==> config.mk <==
export PLATFORM = sky130hd
export DESIGN_NAME = regfile_wb_arb
export DESIGN_NICKNAME = d
export VERILOG_FILES = /design/src/rtl/regfile_wb_arb.sv
export SDC_FILE = /design/constraint.sdc
export NUM_CORES = 1
export LEC_CHECK = 0
export BUFFER_PORTS_ARGS = -buffer_cell sky130_fd_sc_hd__buf_2
export CAP_MARGIN = 20
export CELL_PAD_IN_SITES_DETAIL_PLACEMENT = 1
export CELL_PAD_IN_SITES_GLOBAL_PLACEMENT = 1
export CORE_MARGIN = 1.5
export CORE_UTILIZATION = 32
export DETAILED_ROUTE_END_ITERATION = 8
export PLACE_DENSITY = 0.91
export SETUP_SLACK_MARGIN = 0.02
export SLEW_MARGIN = 10
export SYNTH_ARGS = -nofsm -noshare
export SYNTH_HDL_FRONTEND = slang
export SYNTH_SLANG_ARGS = --single-unit
==> constraint.sdc <==
create_clock -name clk -period 2.8 [get_ports clk]
set_input_delay 0.14 -clock clk [delete_from_list [all_inputs] [get_ports clk]]
set_output_delay 0.14 -clock clk [all_outputs]
set_load 0.01 [all_outputs]
==> src/rtl/regfile_wb_arb.sv <==
// Round-robin arbiter sharing the regfile write port among four requesters.
// Grant is combinational in the request cycle, write registers are valid the next cycle; stall suppresses grants.
module regfile_wb_arb #(
    parameter int NREQ     = 4,
    parameter int DataSize = 32,
    parameter int AddrSize = 6
) (
    input  logic                     clk,
    input  logic                     rst,
    input  logic [NREQ-1:0]          req,
    input  logic [NREQ*AddrSize-1:0] req_addr,
    input  logic [NREQ*DataSize-1:0] req_data,
    input  logic                     stall,
    output logic [NREQ-1:0]          gnt,
    output logic                     reg_enable,
    output logic                     reg_write,
    output logic [AddrSize-1:0]      write_addr,
    output logic [DataSize-1:0]      write_data,
    output logic [NREQ*8-1:0]        grant_cnt
);
    logic [1:0] ptr;
    logic [1:0] winner;
    logic [1:0] idx;
    logic       found;
    logic       grant_any;

    // Search starts at ptr and wraps; the first requesting index wins.
    always_comb begin
        winner = ptr;
        found  = 1'b0;
        idx    = ptr;
        for (int k = 0; k < NREQ; k++) begin
            idx = ptr + 2'(k);
            if (!found && req[idx]) begin
                winner = idx;
                found  = 1'b1;
            end
        end
    end

    always_comb begin
        grant_any = found && !stall && !rst;
        gnt       = '0;
        if (grant_any) begin
            gnt[winner] = 1'b1;
        end
    end

    always_ff @(posedge clk) begin
        if (rst) begin
            ptr        <= 2'd0;
            reg_enable <= 1'b0;
            reg_write  <= 1'b0;
            write_addr <= '0;
            write_data <= '0;
            grant_cnt  <= '0;
        end else begin
            reg_enable <= 1'b1;
            reg_write  <= grant_any;
            if (grant_any) begin
                ptr        <= winner + 2'd1;
                write_addr <= req_addr[winner*AddrSize +: AddrSize];
                write_data <= req_data[winner*DataSize +: DataSize];
            end
            for (int i = 0; i < NREQ; i++) begin
                if (gnt[i] && grant_cnt[i*8 +: 8] != 8'hff) begin
                    grant_cnt[i*8 +: 8] <= grant_cnt[i*8 +: 8] + 8'd1;
                end
            end
        end
    end
endmodule

==> flow_summary.yaml <==
global_route:
  grt_antenna_before_repair: 0
  grt_pass1_vias: 4978
  grt_start_max_net_pins: 47
  overflow: 0
  grt_pass1_wl_um: 25300
  grt_use_total_pct: 22.3
setup_path:
  cp-start-kind: "flop"
  max_stage_delay_ns: 0.52
  crit_family: "simple AND/OR/NAND/NOR gates"
  worstPathRequired_ns: 2.66
  cp_num_buf_inv: 1
  worst-setup-path-type: "flop to output pin"
  worstRegToRegCells: 6
  critPathCaptureType: "output pin"
  cp_max_fo: 44
  crit_chain: "nor3_1 -> or4_4 -> a21bo_2 -> nor2_1 -> buf_2"
  slowest_stage: "or4_4"
  worst_ep_arrival_time_ns: 2.38
  cp.depth: 5
timing:
  tightest_slew_ns: 0.891
  finalClockSkew_ns: 0.00788
  fin_crit_ns: 2.52
  fmax_ghz: 0.397
  rsz0062_at_grt: "false"
  slew_headroom_pct: 40.6
  timing.final.hold_violations: 0
  fin_crit_sh_pct: 90.0
  finalSetupTns_ns: 0
  slew_violations: 0
  setup_viol: 0
synth:
  synthFlopType: "dfxtp_1"
  synth_edf_count: 0
  ys_ff_latch: 74
  syn_avg_cell_area_um2: 8.62
  syn_nets: 659
  yosysWarnings: 0
  seq_area_frac_synth_pct: 34.6
  syn-cell-area_mm2: 0.00428
  synthArstFlopShare_pct: 0
  synthCells: 496
  yosysUniqueCellTypes: 40
place:
  dp_cells: 867
  dpl.hpwl_um: 11700
  io_buffers: 234
  gp_congestion: 0.841
floorplan:
  coreArea_mm2: 0.0131
  die-area_mm2: 0.0141
  rows: 42
  pin_count: 235
  start_util_pct: 32.6
  die_w_um: 119
  die_y_um: 119
route:
  viasPerCell: 5.67
  num_vias: 5004
  wl_um: 15900
  drtPass1Iterations: 4
  drt_first_iter_violations: 324
  drc_errors: 0
  drt-wirelength-per-cell_um: 18.0
  antenna_left: 0
layout:
  drive_gt1_share_pct: 38.9
  final_nets: 865
  instances_no_fill: 883
  area_delta_synth_final_pct: 38.8
  n_antenna_cell: 0
clock_tree:
  insertion_delay_ns: 0.33
  cts.hold.buffers_added: 0
  cts-htree-levels: 3
  postCtsSetupBuffers: 0
  cts.path.max_buffers: 2
  numCtsBuffers: 9
  cts_tree: "built"
  cts_sinks: 74
  clkTransAtPathRegs_ns: 0.06
  root_buffer: "clkbuf_16"
  ctsResizeCount: 0
power:
  cellLeakagePower_nw: 2.70
  power_density_mw_per_mm2: 529
  ir_worst_vdd_mv: 0.302
min_path:
  hold_path.class: "primary input to flop"
  min_path_cells: 3
outcome:
  status: "complete, no violations"
job:
  max_cap_viol_count: 0
[cells in the final DEF (no fill, tap or decap), types with 7 or more instances in the layout]
master     synthesis  final
o21ai_0            7      7
and4_1            36     36
inv_1             11     11
nor2_1            10     10
a211oi_1          78     78
buf_2              4    234
clkbuf_16          0      9
nor2b_1            7      7
o311ai_0          11     11
or4_1             10     10
buf_4              0     11
dfxtp_1           74     74
nand2_1           20     20
nor3_1             8      7
nand4_1           10     10
nand3_1           15     14
mux2i_1           41     41
a21oi_1           51     51
[registers in the layout, summed over array words and instances (netlist names)]
| register | count |
|---|---|
| grant_cnt | 32 |
| ptr | 2 |
| reg_enable | 1 |
| reg_write | 1 |
| write_addr | 6 |
| write_data | 32 |
[cell families after synthesis]
group / synth area share [%]
simple gates: 19.6
fa+ha+maj: 1.17
compound gates: 28.2
mux: 10.1
flops: 34.6
xor+xnor: 0.205
buf+inv: 6.08
[routing by layer]
layer,part of all wire [%],global-route usage [%]
met1,42,25.5
met2,52,41.1
met3,5.0,4.78
met4,1.8,7.00
met5,0,0
[where the power goes]
group | switching (W) | internal [W] | total (W)
clock | 0.000466 | 0.000803 | 0.00127
combinational | 0.000398 | 0.000299 | 0.000697
sequential | 0.0000438 | 0.00113 | 0.00117
total | 0.000908 | 0.00223 | 0.00314
[final cells by class]
class	instances	area, um2
Tap cell	176	220
Sequential cell	74	1480
Fill cell	1644	7200
Clock inverter	5	77.6
Inverter	12	45.0
Timing Repair Buffer	247	1290
Clock buffer	11	243
Multi-Input combinational cell	358	2580
[tightest hold or removal path, stage by stage]
cell and delay, ns:
buf_2 0.09, mux2i_1 0.12, a211oi_1 0.08
[stage by stage]
step | utilization [%] | hold WS [ns] | setup WS, ns | area [um2] | power, W
2_1_floorplan | - | 0.374 | 0.880 | 4280 | 0.00158
3_3_place_gp | 42.8 | 0.466 | 0.410 | 5620 | 0.00188
3_5_place_dp | 42.8 | 0.494 | 0.340 | 5620 | 0.00190
4_1_cts | 45.2 | 0.147 | 0.280 | 5940 | 0.00316
5_1_grt | 45.2 | 0.150 | 0.133 | 5940 | 0.00328
6_report | 45.2 | 0.154 | 0.281 | 5940 | 0.00314
[cell usage after synthesis (all sizes together) (2+ instances only)]
| master | count | share of area [%] |
|---|---|---|
| a211oi | 78 | 14 |
| dfxtp | 74 | 35 |
| a21oi | 51 | 6.0 |
| clkbuf | 45 | 3.9 |
| mux2i | 41 | 9.6 |
| and4 | 36 | 7.4 |
| nand2 | 20 | 1.8 |
| nand3 | 15 | 1.8 |
| inv | 12 | 1.1 |
| o311ai | 11 | 2.3 |
| or4 | 11 | 2.0 |
| nand4 | 10 | 1.5 |
| nor2 | 10 | 0.88 |
| o21ai | 9 | 1.1 |
| nor3 | 8 | 0.94 |
| buf | 7 | 1.1 |
| nor2b | 7 | 1.0 |
| a31oi | 6 | 0.88 |
| o31ai | 6 | 1.1 |
| o41ai | 6 | 1.2 |
| or3 | 6 | 0.88 |
| and3 | 5 | 0.73 |
| ha | 4 | 1.2 |
| nor4 | 4 | 0.58 |
| a311oi | 2 | 0.41 |
| a31o | 2 | 0.41 |
| mux2 | 2 | 0.53 |
[worst paths after layout]
kind	start	endpoint	slack [ns]
worst min register to register	write_data[13]$_SDFFE_PP0P_	write_data[13]$_SDFFE_PP0P_	0.51
worst min-delay path	req_data[46]	write_data[14]$_SDFFE_PP0P_	0.15
worst max-delay path	ptr[1]$_SDFFE_PP0P_	gnt[2]	0.28
worst max register to register	ptr[1]$_SDFFE_PP0P_	write_data[21]$_SDFFE_PP0P_	0.39
No activity file was read; power rests on OpenSTA's default activity.
